--- config.mk ---
export PLATFORM = sky130hd
export DESIGN_NAME = fix_framer
export DESIGN_NICKNAME = d
export VERILOG_FILES = /design/src/rtl/fix_framer.sv
export SDC_FILE = /design/constraint.sdc
export NUM_CORES = 1
export LEC_CHECK = 0
export ABC_AREA = 1
export BUFFER_PORTS_ARGS = -buffer_cell sky130_fd_sc_hd__buf_4
export CAP_MARGIN = 30
export CORE_UTILIZATION = 35
export DETAILED_ROUTE_END_ITERATION = 8
export PLACE_DENSITY = 0.51
export SLEW_MARGIN = 20
export SYNTH_ARGS = -nofsm -noshare
export SYNTH_HDL_FRONTEND = slang
export SYNTH_SLANG_ARGS = --single-unit
export TNS_END_PERCENT = 5
--- constraint.sdc ---
create_clock -name clk -period 2.9 [get_ports clk]
set_input_delay 0.145 -clock clk [delete_from_list [all_inputs] [get_ports clk]]
set_output_delay 0.145 -clock clk [all_outputs]
set_load 0.01 [all_outputs]
--- src/rtl/fix_framer.sv ---
// FIX message framer: finds "8=" headers, forwards checksum-covered bytes through a
// two-byte delay line, strips the SOH "10=nnn" SOH trailer and reports its value.
module fix_framer #(
    parameter int MAX_LEN = 1024
) (
    input  logic       clk,
    input  logic       rst,
    input  logic [7:0] byte_i,
    input  logic       byte_valid_i,
    output logic [7:0] data_o,
    output logic       data_valid_o,
    output logic       start_o,
    output logic       end_o,
    output logic [7:0] rcv_checksum_o,
    output logic       rcv_valid_o,
    output logic       err_o
);

    localparam int LW = $clog2(MAX_LEN + 2);

    localparam logic [2:0] ST_IDLE   = 3'd0;
    localparam logic [2:0] ST_HDR    = 3'd1;
    localparam logic [2:0] ST_BODY   = 3'd2;
    localparam logic [2:0] ST_TRAIL  = 3'd3;
    localparam logic [2:0] ST_CKSUM0 = 3'd4;
    localparam logic [2:0] ST_CKSUM1 = 3'd5;
    localparam logic [2:0] ST_CKSUM2 = 3'd6;
    localparam logic [2:0] ST_TERM   = 3'd7;

    localparam logic [7:0] CH_SOH   = 8'h01;
    localparam logic [7:0] CH_EQ    = 8'h3D;
    localparam logic [7:0] CH_EIGHT = 8'h38;
    localparam logic [7:0] CH_ONE   = 8'h31;
    localparam logic [7:0] CH_ZERO  = 8'h30;

    logic [2:0]    state;
    logic [7:0]    s1, s2;
    logic          s1_valid, s2_valid;
    logic          last_soh;
    logic [LW-1:0] len;
    logic [9:0]    acc;

    logic [LW-1:0] len_next;
    logic          len_over;
    logic          is_digit;
    logic [9:0]    acc_next;
    logic          trailer_hit;
    logic          abort;

    always_comb begin
        // NOTE: every combinational signal gets a value on every path, so no latches appear.
        len_next    = len + LW'(1);
        len_over    = (len_next > LW'(MAX_LEN));
        is_digit    = (byte_i >= 8'h30) && (byte_i <= 8'h39);
        acc_next    = (acc << 3) + (acc << 1) + {6'd0, byte_i[3:0]};
        trailer_hit = (byte_i == CH_EQ) && s2_valid && (s2 == CH_ONE)
                   && s1_valid && (s1 == CH_ZERO) && last_soh;
        abort       = 1'b0;
        case (state)
            ST_HDR:    abort = (byte_i == CH_EQ) && len_over;
            ST_BODY:   abort = len_over;
            ST_CKSUM0,
            ST_CKSUM1,
            ST_CKSUM2: abort = !is_digit;
            ST_TERM:   abort = (byte_i != CH_SOH) || (acc > 10'd255);
            default:   abort = 1'b0;
        endcase
    end

    always_ff @(posedge clk) begin
        if (!rst) begin
            // NOTE: s1/s2 byte registers stay unreset; their valid bits alone gate their use.
            state          <= ST_IDLE;
            s1_valid       <= 1'b0;
            s2_valid       <= 1'b0;
            last_soh       <= 1'b0;
            len            <= '0;
            acc            <= '0;
            data_o         <= 8'h00;
            data_valid_o   <= 1'b0;
            start_o        <= 1'b0;
            end_o          <= 1'b0;
            rcv_checksum_o <= 8'h00;
            rcv_valid_o    <= 1'b0;
            err_o          <= 1'b0;
        end else begin
            // NOTE: sequential state uses non-blocking assignments; pulses default low each cycle.
            data_valid_o <= 1'b0;
            start_o      <= 1'b0;
            end_o        <= 1'b0;
            rcv_valid_o  <= 1'b0;
            err_o        <= 1'b0;

            if (byte_valid_i && abort) begin
                err_o    <= 1'b1;
                s1_valid <= 1'b0;
                s2_valid <= 1'b0;
                last_soh <= 1'b0;
                acc      <= '0;
                state    <= ST_IDLE;
            end else if (byte_valid_i) begin
                case (state)
                    ST_IDLE: begin
                        if (byte_i == CH_EIGHT) begin
                            s1       <= byte_i;
                            s1_valid <= 1'b1;
                            s2_valid <= 1'b0;
                            last_soh <= 1'b0;
                            len      <= LW'(1);
                            state    <= ST_HDR;
                        end
                    end
                    ST_HDR: begin
                        if (byte_i == CH_EQ) begin
                            s2       <= s1;
                            s2_valid <= s1_valid;
                            s1       <= byte_i;
                            s1_valid <= 1'b1;
                            len      <= len_next;
                            start_o  <= 1'b1;
                            state    <= ST_BODY;
                        end else if (byte_i == CH_EIGHT) begin
                            s1       <= byte_i;
                            s1_valid <= 1'b1;
                            s2_valid <= 1'b0;
                            len      <= LW'(1);
                        end else begin
                            s1_valid <= 1'b0;
                            s2_valid <= 1'b0;
                            state    <= ST_IDLE;
                        end
                    end
                    ST_BODY: begin
                        len <= len_next;
                        if (trailer_hit) begin
                            // The held "1","0" and this "=" belong to the trailer and are dropped.
                            s1_valid <= 1'b0;
                            s2_valid <= 1'b0;
                            last_soh <= 1'b0;
                            acc      <= '0;
                            state    <= ST_CKSUM0;
                        end else begin
                            s2       <= s1;
                            s2_valid <= s1_valid;
                            s1       <= byte_i;
                            s1_valid <= 1'b1;
                            last_soh <= s2_valid && (s2 == CH_SOH);
                            if (s2_valid) begin
                                data_o       <= s2;
                                data_valid_o <= 1'b1;
                            end
                        end
                    end
                    ST_CKSUM0: begin
                        acc   <= acc_next;
                        state <= ST_CKSUM1;
                    end
                    ST_CKSUM1: begin
                        acc   <= acc_next;
                        state <= ST_CKSUM2;
                    end
                    ST_CKSUM2: begin
                        acc   <= acc_next;
                        state <= ST_TERM;
                    end
                    ST_TERM: begin
                        end_o          <= 1'b1;
                        rcv_valid_o    <= 1'b1;
                        rcv_checksum_o <= acc[7:0];
                        acc            <= '0;
                        state          <= ST_IDLE;
                    end
                    // ST_TRAIL is a reserved encoding that is never entered; it recovers to IDLE.
                    default: begin
                        s1_valid <= 1'b0;
                        s2_valid <= 1'b0;
                        state    <= ST_IDLE;
                    end
                endcase
            end
        end
    end

endmodule

Yosys cells after proc, flatten, opt, wreduce, memory -nomap -nowiden:

Index checks and enable logic that the tools add are counted.

* add/sub/neg operators: 3
* order comparisons: 4
* equality and inequality tests: 17
* mux-type cells: 33
* bitwise gates (word level): 7
* reductions and logical operators: 31

Operator list (number)
* 8-bit 2-to-1 mux: 5
* 11-bit case mux with 3 select lines: 1
* 8-bit by 6-bit equality test with 1-bit output (second input constant): 4
* 10-bit case mux with 3 select lines: 1
* 8-bit case mux with 3 select lines: 1
* 11-bit 2-to-1 mux: 2
* 3-bit case mux with 6 select lines: 1
* 8-bit case mux with 2 select lines: 1
* 3-bit AND reduction: 5
* 3-bit equality test (second input constant): 4
* 1-bit 2-to-1 mux: 12
* 3-bit 2-to-1 mux: 4
* 1-bit case mux with 4 select lines: 3
* 11-bit by 1-bit adder with 11-bit output (second input constant): 1
* 11-bit > comparator (second input constant): 1
* 10-bit adder: 1
* 10-bit by 4-bit adder with 10-bit output: 1
* 10-bit by 8-bit > comparator with 1-bit output (second input constant): 1
* 10-bit 2-to-1 mux: 1
* 5-bit AND reduction: 2
* 1-bit logical AND: 9
* 8-bit by 1-bit equality test with 1-bit output (second input constant): 1
* 8-bit by 6-bit >= comparator with 1-bit output (second input constant): 1
* 8-bit by 6-bit less-or-equal comparator with 1-bit output (second input constant): 1
* other kinds (18): 31

* register bits: 63
* output and inout port bits: 21
* logic and storage cells: 109

Depth between registers and ports, before layout:

Gate-level depths: netlist (run 1).

* depth in word-level cells: 8
* mapped depth: 15
* mapped depth without buffers: 14

Worst setup path after synthesis (run 1):

Ideal clock, no wire load.

* kind: flip-flop to flip-flop
* from: register len[0]
* to: register s1[0] (enable)
* library setup time: 0.385 ns
* arrival time: 2.108 ns
* required time: 2.515 ns
* slack: 0.407 ns
* stages on the path, launching flop included: 12
* path buffers: 0
* path through: dfxtp_1 > ha_1 > nand2_4 > o21ai_1 > nand2_1 > clkinv_1 > nand2_1 > nor2_2 > nand3_2 > nand2_4 > nand4_1 > nor3b_1

* longest elaborated chain between the ends: 7

RTL lines
* start, declared: line 40 `logic [LW-1:0] len;`
* start signal, assigned: line 119 `len <= len_next;`
* start signal, assigned: line 134 `len <= len_next;`
* 11-bit by 1-bit adder with 11-bit output (*): line 52 `len_next = len + LW'(1);`
* 11-bit > comparator (*): line 53 `len_over = (len_next > LW'(MAX_LEN));`
* 1-bit logical AND: line 60 `ST_HDR: abort = (byte_i == CH_EQ) && len_over;`
* 1-bit case mux with 4 select lines (*): line 59 `case (state)`
* 1-bit logical AND (*): line 94 `if (byte_valid_i && abort) begin`
* 1-bit inverter (no source line) (*)
* 5-bit AND reduction (no source line) (*)
* end signal, assigned: line 105 `s1 <= byte_i;`
* end signal, assigned: line 117 `s1 <= byte_i;`
* end signal, assigned: line 123 `s1 <= byte_i;`
* end, declared: line 37 `logic [7:0] s1, s2;`

Mark *: on every way between the ends. The rest lies on a longest branch, timed or not.
A chain may end at the register's enable or synchronous reset.

Worst setup path in the final report (run 1):

* from: register acc[2]
* to: register acc[8]

* longest elaborated chain between the ends: 5
* elaborated cells on any way between the ends: 8

RTL lines
* start, declared: line 41 `logic [9:0] acc;`
* start signal, assigned: line 155 `acc <= acc_next;`
* start signal, assigned: line 159 `acc <= acc_next;`
* start signal, assigned: line 163 `acc <= acc_next;`
* branches (longest 5 deep; another with 10-bit adder)

Several ways; the timed one is not identified.

==> results.yml, run 1 <==
power_and_ir_drop:
  leakagePower_nw: 1.910
  power.density_mw_per_mm2: 445.1
  peakVddDrop_mv: 0.1801
sta:
  period_minus_slack_ns: 2.331
  setup_ws_ns: 0.5686
  period_share_pct: 80.39
  tightest_slew_ns: 0.5959
  fin_tns_setup_ns: 0
  rsz0062_at_grt: "no"
  hold_viol_final: 0
  maxSlewViolCount: 0
  slew_headroom_pct: 60.20
  max_freq_mhz: 428.9
  clock_skew_ns: 0.008820
  setup_viol: 0
grt:
  antenna_found_initial: 0
  grt_overflow: 0
  grt_pass1_wl_um: 14420
  grt_max_degree: 31
  track_usage_pct: 16.60
  grt_pass1_vias: 2919
cts:
  clk_path_buf_depth: 2
  clk_pin_slew_ns: 0.08
  clock-sinks: 63
  cts_setup_buffers: 0
  cts_tree: "yes"
  root_buffer: "clkbuf_8"
  clk_latency_ns: 0.34
  cts-htree-levels: 3
  numCtsBuffers: 9
  cts_resized: 0
  postCtsHoldBufs: 0
synthesis:
  synth.largest_area_cell: "dfxtp_1"
  synthDistinctLibCells: 43
  syn_area_sq_mm: 0.003640
  yosysTopAreaCellShare_pct: 25.85
  synth_seq_area_share_pct: 39.05
  syn-instance-count: 493
  ys_warn_count: 0
  avgSynthCellArea_sq_um: 7.383
  synth_ff_type: "dfxtp_1"
  synth_enable_flop_cells: 16
  synth_async_sr_flop_share_pct: 0
  yosys-top-cells-area: "dfxtp_1 26%, edfxtp_1 13%, nand2_1 12%"
  ys_seq_elements: 63
  synthesis.nets: 521
finish:
  nNetsFinal: 552
  area.growth.synth_to_final_pct: 13.68
  antenna_cells: 0
  final_core_util_pct: 41.76
  drive_gt1_share_pct: 16.07
setup_path:
  r2r_end: "acc[8]"
  arrival_ns: 2.56
  path_max_fanout: 4
  rr_startpoint: "acc[2]"
  crit_required_ns: 3.13
  path_class: "register to register"
  reg2reg_setup_slack_ns: 0.57
  cp-end-kind: "register"
  r2r_cells: 10
  critPathCapture: "acc[8]"
  crit_path_start_kind: "register"
  cp-startpoint: "acc[2]"
floorplanning:
  die_area_sq_mm: 0.01081
  io-pin-count: 32
  die_w_um: 104.0
  start_util_pct: 36.73
  fp.dieH_um: 104.0
  num_rows: 36
  fp.coreArea_sq_mm: 0.009910
placed_design:
  post-place-ws_ns: 0.5738
  io_buffers: 31
  dp_hpwl_um: 6171
  gp_congestion: 0.8156
run_status:
  status: "finished, final reports clean"
route:
  ant_nets: 0
  wl_per_cell_um: 12.90
  avgViaCountPerCell: 4.742
  drt_iter0_drc: 192
  drc: 0
  dr.pass1.iters: 4
  wirelength_um: 8542
  vias: 3139
job:
  drv_cap: 0
hold_path:
  holdCritPathClass: "primary input to register"
synth_stat cells, drive strengths merged (2+ instances only):
library cell	instances
o31ai	5
clkbuf	6
nand2	122
o2111ai	2
nand3b	3
a21oi	17
xor2	4
a31oi	2
fa	2
a22oi	4
dfxtp	47
nand3	27
inv	55
nor3	10
nor2	99
or2	4
xnor2	2
a32oi	2
edfxtp	16
nor4	2
buf	9
o21ai	21
nand4	11
ha	15
per-layer routing:
| layer | global-route usage [%] | routed length (um) | vias to the layer above |
|---|---|---|---|
| li1 | - | - | 1667 |
| met1 | 22.03 | 4148 | 1406 |
| met2 | 27.24 | 4006 | 61 |
| met3 | 3.822 | 325 | 5 |
| met4 | 3.980 | 62 | 0 |
| met5 | 0 | 0 | - |
per-stage QoR:
| step | hold slack (ns) | total power, mW | area [sq um] | cells |
|---|---|---|---|---|
| floorplan | 0.3148 | 1.125 | 3640 | 493 |
| global placement | 0.4372 | 1.181 | 3971 | 646 |
| detailed placement | 0.4378 | 1.182 | 3971 | 646 |
| CTS | 0.1149 | 1.867 | 4138 | 662 |
| global route | 0.1110 | 1.941 | 4138 | 662 |
| finish | 0.1265 | 1.842 | 4138 | 662 |
area by class of cell:
class,count,area [sq um]
fillers,1043,5772
clock buffers,11,131.4
repair buffers,35,262.8
inverters,56,210.2
clock inverters,5,35.03
multi-input cells,359,1911
flip-flops and latches,63,1421
well taps,133,166.4
worst min-delay path by stage:
stage,startpoint,end,slack (ns),cells after the start
floorplan,byte_i[0],acc[0],0.31,2
global placement,s1[6],s2[6],0.44,0
CTS,byte_i[5],s1[5],0.11,3
finish,byte_i[5],s1[5],0.13,3
global route,byte_i[5],s1[5],0.11,3
detailed placement,s1[6],s2[6],0.44,0
flip-flops by register name, indices dropped and copies added, names as in the netlist:
name,cells
err_o,1
start_o,1
rcv_valid_o,1
acc,10
len,11
s1,8
last_soh,1
state,3
rcv_checksum_o,8
data_valid_o,1
s2,8
data_o,8
s2_valid,1
s1_valid,1
cells by family after synthesis:
kind of cell             count (synthesis)  synth area share, %
adder cells (fa/ha/maj)                 17                6.256
flip-flops                              63                39.05
AO/OA/AOI/OAI                           56                9.488
XOR/XNOR                                 6                1.444
buffers and inverters                   71                8.456
AND/OR/NAND/NOR                        280                35.30
power breakdown:
group | internal, mW | switching, mW | total, mW
Combinational | 0.0679 | 0.136 | 0.204
Sequential | 0.930 | 0.0277 | 0.958
Clock | 0.311 | 0.369 | 0.680
Total | 1.31 | 0.533 | 1.84
placed cells by master (no fill, tap or decap), types with 3 or more instances in the layout:
master,netlist,layout
a21oi_1,16,16
nand2_2,5,5
o21ai_0,20,20
nand3b_1,3,3
nand3_1,25,25
nor2_1,85,85
a22oi_1,4,4
edfxtp_1,16,16
clkbuf_8,0,9
inv_2,6,6
ha_1,15,15
buf_4,2,35
o31ai_1,5,5
inv_1,49,49
nor3_1,10,10
dfxtp_1,47,47
nand2_1,115,115
nor2_2,12,12
nand4_1,8,8
xor2_1,4,4
nand4_4,3,3
worst max-delay path, cell delays in order, from the launching register on:
cell and delay [ns]:
dfxtp_1 0.44, fa_1 0.51, fa_1 0.47, nand3_1 0.12
nand3_1 0.08, nand2_1 0.09, nand2_1 0.05, a21oi_1 0.15
xnor2_1 0.08, a22oi_1 0.17, nor2_2 0.04
Note: power is estimated with default switching activity, not from simulation.
==> run 2: changes to the inputs <==
- ABC_AREA: 1 -> 0
- clock period: 2.9 -> 2.2 ns (I/O delays scaled with it)
==> run 2 against run 1 <==
Effect of this change:
- the run now ends with negative setup slack left
- critical path depth fell by 3
- clock power rose by 72%
- largest cell class unchanged
- highest routed layer unchanged
- final cell count fell by 12%
- global-route usage rose by 2.7 points
- sequential share of layout area fell by 3.2 points
- die area fell by 6.7%
- setup slack got worse by 0.66 ns
- routed wire length rose by 4.7%
- register-to-register slack got worse by 0.66 ns
==> results.yml, run 2 <==
synthesis:
  synth_ff_type: "dfxtp_1"
  syn-instance-count: 363
  avgSynthCellArea_sq_um: 9.337
  syn_area_sq_mm: 0.003390
  synth_async_sr_flop_share_pct: 0
  synth_enable_flop_cells: 16
  synth_seq_area_share_pct: 41.93
  synthesis.nets: 391
  ys_warn_count: 0
  ys_seq_elements: 63
  synthDistinctLibCells: 57
  synth.largest_area_cell: "dfxtp_1"
  yosysTopAreaCellShare_pct: 27.76
  yosys-top-cells-area: "dfxtp_1 28%, edfxtp_1 14%, ha_1 5.5%"
  yosysMostFrequentCell: "nand2_1"
  synth_common_cells: "50 x nand2_1, 47 x dfxtp_1, 26 x nor2_1"
power_and_ir_drop:
  sw_frac_of_total_pct: 23.60
  finalPower_mw: 2.469
  combPwrFrac_pct: 4.2
  seqPwrFrac_pct: 48.4
  peakVddDrop_mv: 0.2288
  p_sw_uw: 582.9
  power.density_mw_per_mm2: 539.1
  intPower_mw: 1.887
  clkPwrFrac_pct: 47.4
  leakagePower_nw: 1.927
sta:
  setup_ws_ns: -0.08745
  clock_skew_ns: 0.01348
  max_freq_mhz: 437.2
  setup_viol: 28
  rsz0062_at_grt: "yes"
  tightest_slew_ns: 0.4898
  period_minus_slack_ns: 2.287
  slew_headroom_pct: 67.10
  period_share_pct: 104.0
  maxSlewViolCount: 0
  fin_hold_ws_ns: 0.06794
  hold_viol_final: 0
  fin_tns_setup_ns: -1.674
placed_design:
  post-place-ws_ns: -0.1183
  dp_hpwl_um: 6659
  io_buffers: 31
  gp_congestion: 0.8796
floorplanning:
  io-pin-count: 32
  num_rows: 35
  fp.dieH_um: 100.4
  die_area_sq_mm: 0.01008
  start_util_pct: 36.34
  fp.coreArea_sq_mm: 0.009328
  die_w_um: 100.4
setup_path:
  crit_path_start_kind: "register"
  critPathSlowestCell: "or4_4"
  cp-end-kind: "register"
  reg2reg_setup_slack_ns: -0.09
  crit_required_ns: 2.24
  path_class: "register to register"
  max_stage_delay_ns: 0.53
  arrival_ns: 2.33
  path_max_fanout: 8
  crit_chain: "ha_4 > nand3_4 > or4_4 > xor2_4 > nor4_4 > or3_4 > nor2b_4"
cts:
  root_buffer: "clkbuf_8"
  postCtsHoldBufs: 0
  clk_latency_ns: 0.35
  numCtsBuffers: 9
  clock-sinks: 63
  cts-htree-levels: 3
  cts_tree: "yes"
  clk_pin_slew_ns: 0.08
  clk_path_buf_depth: 2
route:
  ant_nets: 0
  drt_iter0_drc: 227
  wirelength_um: 8945
  wl_per_cell_um: 15.34
  drc: 0
  dr.pass1.iters: 5
  avgViaCountPerCell: 5.199
  vias: 3031
job:
  drv_cap: 0
grt:
  antenna_found_initial: 0
  track_usage_pct: 19.34
  grt_pass1_wl_um: 14900
  grt_overflow: 0
  grt_max_degree: 32
  grt_pass1_vias: 2958
run_status:
  violations: "negative setup slack"
  status: "complete, but fails checks"
finish:
  largest_reg_flops: 11
  antenna_cells: 0
  nFillCells: 911
  regMostFlops: "len"
  final_cell_mix: "91 x buf_4, 50 x nand2_1, 43 x dfxtp_1, 25 x nor2_1, 17 x mux2i_1"
  area.growth.synth_to_final_pct: 35.14
  nNetsFinal: 477
  drive_gt1_share_pct: 32.38
  layout_commonest_cell: "buf_4"
  reg.largest.list: "len (11), acc (10)"
hold_path:
  holdCritPathClass: "primary input to register"
-- run 2: cell count changes after synthesis, moves of 12 or more --
| cell | delta |
|---|---|
| inv_1 | -43 |
| mux2i_1 | +17 |
| nand2_1 | -65 |
| nand3_1 | -13 |
| nor2_1 | -59 |
| nor2_2 | -12 |
-- run 2: final timing paths --
path | from | end | depth (start not counted)
min | byte_i[0] | acc[0] | 3
min reg2reg | data_o[1] | data_o[1] | 2
max | len[1] | s2[2] | 7
max reg2reg | len[1] | s2[2] | 7
-- run 2: timing repair --
action,CTS,global route
buffers inserted,1,0
pin swaps,2,7
endpoints found under the setup margin,40,52
resized for setup,4,22
hold endpoints to repair,0,0
-- run 2: power groups by stage --
stage | combinational, mW | clock (mW) | sequential, mW
5_1_grt | 0.114 | 1.27 | 1.20
2_1_floorplan | 0.0476 | 0 | 1.22
3_5_place_dp | 0.0993 | 0 | 1.22
6_report | 0.104 | 1.17 | 1.19
4_1_cts | 0.102 | 1.20 | 1.19
3_3_place_gp | 0.0989 | 0 | 1.22
-- run 2: per-layer routing --
layer  global-route usage (%)  part of all wire, %
met4                    10.59                  2.5
met3                    4.248                  3.3
met1                    26.25                   49
met5                        0                    0
met2                    28.45                   45
-- run 2: stage by stage --
stage               utilization, %  instance area, sq um  cells
floorplan                        -                  3451    363
global placement             45.37                  4232    566
detailed placement           45.37                  4232    566
CTS                          48.03                  4481    583
global route                 49.11                  4581    583
finish                       49.11                  4581    583
-- run 2: critical path: cells and delay by family, from the launching register on --
kind	cells	cell delay, ns
adders and majority gates	1	0.15
xor gates and xnor gates	1	0.18
DFF	1	0.35
and+or+nand+nor	5	1.29
-- run 2: cell type report --
type	instances	area [sq um]	share of cell area (%)
Clock inverter	7	100.1	2.185
Inverter	6	22.52	0.4917
Timing Repair Buffer	94	725.7	15.84
Clock buffer	9	123.9	2.704
Tap cell	129	161.4	3.524
Sequential cell	63	1426	31.14
Multi-Input combinational cell	275	2021	44.11
-- run 2: cell families (layout without fill, tap and decap cells) --
family	Yosys count	after routing	synth area share, %
AO/OA/AOI/OAI	76	76	15.54
XOR/XNOR	9	9	2.326
adder cells (fa/ha/maj)	17	17	6.718
buffers and inverters	25	116	3.359
flip-flops	63	63	41.93
multiplexers	18	18	5.352
AND/OR/NAND/NOR	155	155	24.77
==> run 3: changes to the inputs <==
- SETUP_SLACK_MARGIN: unset -> 0.5
- SLEW_MARGIN: 20 -> unset
==> run 3 against run 2 <==
Effect of this change:
- the run still ends with negative setup slack left
- cell area grew 2.3%
- register-to-register slack about the same
- first-iteration DRC count decreased by 25%
- clock power about the same
- total power rose by 0.27%
- sequential share of layout area down 0.67 points
- maximum frequency shrank 0.50%
- utilization increased by 1.1 points
- count of clock-buffer cells in the layout unchanged
- critical path depth unchanged
- flip-flop and latch count unchanged
- sequential power barely moved
- critical path type unchanged
- largest cell class unchanged
- highest routed layer unchanged
==> results.yml, run 3 (same netlist as run 2, synthesis figures left out) <==
grt:
  grt_pass1_vias: 3007
  grt_overflow: 0
  grt_pass1_wl_um: 15020
  antenna_found_initial: 0
  grt_max_degree: 32
  track_usage_pct: 19.52
floorplanning:
  io-pin-count: 32
  die_area_sq_mm: 0.01008
  die_w_um: 100.4
  fp.coreArea_sq_mm: 0.009328
  fp.dieH_um: 100.4
  num_rows: 35
  start_util_pct: 36.34
setup_path:
  critPathTopFamily: "simple AND/OR/NAND/NOR gates"
  cp_num_buf_inv: 0
  path_max_fanout: 8
  max_stage_delay_ns: 0.53
  arrival_ns: 2.34
  cp-end-kind: "register"
  crit_path_start_kind: "register"
  crit_chain: "ha_4 > nand3_4 > or4_4 > xor2_4 > nor4_4 > or3_4 > nor2b_4"
  crit_required_ns: 2.24
  path_class: "register to register"
  critPathSlowestCell: "or4_4"
cts:
  cts_tree: "yes"
  postCtsHoldBufs: 0
  root_buffer: "clkbuf_8"
  cts-htree-levels: 3
  clk_pin_slew_ns: 0.08
  clk_path_buf_depth: 2
  clk_latency_ns: 0.35
  numCtsBuffers: 9
  clock-sinks: 63
power_and_ir_drop:
  combPwrFrac_pct: 4.3
  p_sw_uw: 588.8
  clkPwrFrac_pct: 47.5
  power.density_mw_per_mm2: 528.4
  leakagePower_nw: 1.960
  intPower_mw: 1.887
  peakVddDrop_mv: 0.2217
  seqPwrFrac_pct: 48.2
  sw_frac_of_total_pct: 23.78
finish:
  area.growth.synth_to_final_pct: 38.24
  fin_area_sq_mm: 0.004686
  drive_gt1_share_pct: 35.96
  nFillCells: 899
  antenna_cells: 0
  regMostFlops: "len"
  layout_commonest_cell: "buf_4"
  final_cell_mix: "90 x buf_4, 49 x nand2_1, 42 x dfxtp_1, 24 x nor2_1, 17 x mux2i_1"
  nNetsFinal: 479
  reg.largest.list: "len (11), acc (10)"
  largest_reg_flops: 11
sta:
  tightest_slew_ns: 0.4516
  rsz0062_at_grt: "yes"
  setup_viol: 21
  period_share_pct: 104.5
  slew_headroom_pct: 69.66
  maxSlewViolCount: 0
  setup_ws_ns: -0.09901
  fin_hold_ws_ns: 0.08265
  period_minus_slack_ns: 2.299
  max_freq_mhz: 435.0
  clock_skew_ns: 0.01385
  hold_viol_final: 0
route:
  avgViaCountPerCell: 5.178
  wirelength_um: 9035
  vias: 3029
  dr.pass1.iters: 4
  wl_per_cell_um: 15.44
  drt_iter0_drc: 170
  ant_nets: 0
  drc: 0
run_status:
  violations: "negative setup slack"
  status: "complete, but fails checks"
placed_design:
  io_buffers: 31
  post_dp_cell_area_sq_mm: 0.004232
  gp_congestion: 0.8796
  dp_hpwl_um: 6659
hold_path:
  holdCritPathClass: "primary input to register"
job:
  drv_cap: 0
run 3: power by group through the flow:
| stage | clock, mW | combinational [mW] | sequential, mW |
|---|---|---|---|
| finish | 1.18 | 0.106 | 1.19 |
| global route | 1.27 | 0.115 | 1.20 |
| CTS | 1.20 | 0.104 | 1.19 |
| detailed placement | 0 | 0.0993 | 1.22 |
| global placement | 0 | 0.0989 | 1.22 |
| floorplan | 0 | 0.0476 | 1.22 |
run 3: worst paths after layout:
check | startpoint | to | slack, ns | cells after the start
max reg2reg | len[1] | s2[6] | -0.1 | 7
max | len[1] | s2[6] | -0.1 | 7
min reg2reg | data_o[1] | data_o[1] | 0.46 | 2
min | byte_i[0] | acc[0] | 0.08 | 3
run 3: through the flow:
step	util, %	instances	TNS [ns]	worst slack [ns]	power (mW)
after floorplan	-	363	-2.066	-0.1282	1.267
after global placement	45.37	566	-1.820	-0.08102	1.320
after detailed placement	45.37	566	-2.933	-0.1183	1.320
after CTS	48.88	583	-2.622	-0.1309	2.500
after global routing	50.23	585	-4.027	-0.1946	2.582
final	50.23	585	-1.364	-0.09901	2.476
run 3: routing by layer:
layer	share of wire (%)	vias up	track usage [%]
met3	3.4	18	4.248
met5	0	-	0
met1	49	1428	25.99
li1	-	1521	-
met2	46	62	29.40
met4	2.3	0	10.59
run 3: cell type report:
| class | instances | area, sq um | area share (%) |
|---|---|---|---|
| repair buffers | 96 | 752.0 | 16.05 |
| clock inverters | 7 | 100.1 | 2.136 |
| flip-flops and latches | 63 | 1428 | 30.47 |
| multi-input cells | 275 | 2098 | 44.78 |
| well taps | 129 | 161.4 | 3.445 |
| inverters | 6 | 22.52 | 0.4806 |
| clock buffers | 9 | 123.9 | 2.644 |
run 3: worst min-delay path: cells and delay by family:
kind            cells  cell delay, ns
simple gates        1            0.09
buf+inv             1            0.13
compound gates      1            0.06
run 3: what timing repair did:
action	4_1_cts	5_1_grt
buffers inserted	1	2
pin swaps	23	18
setup endpoints to repair	66	66
endpoints found under the hold margin	0	0
gates resized for setup	21	26
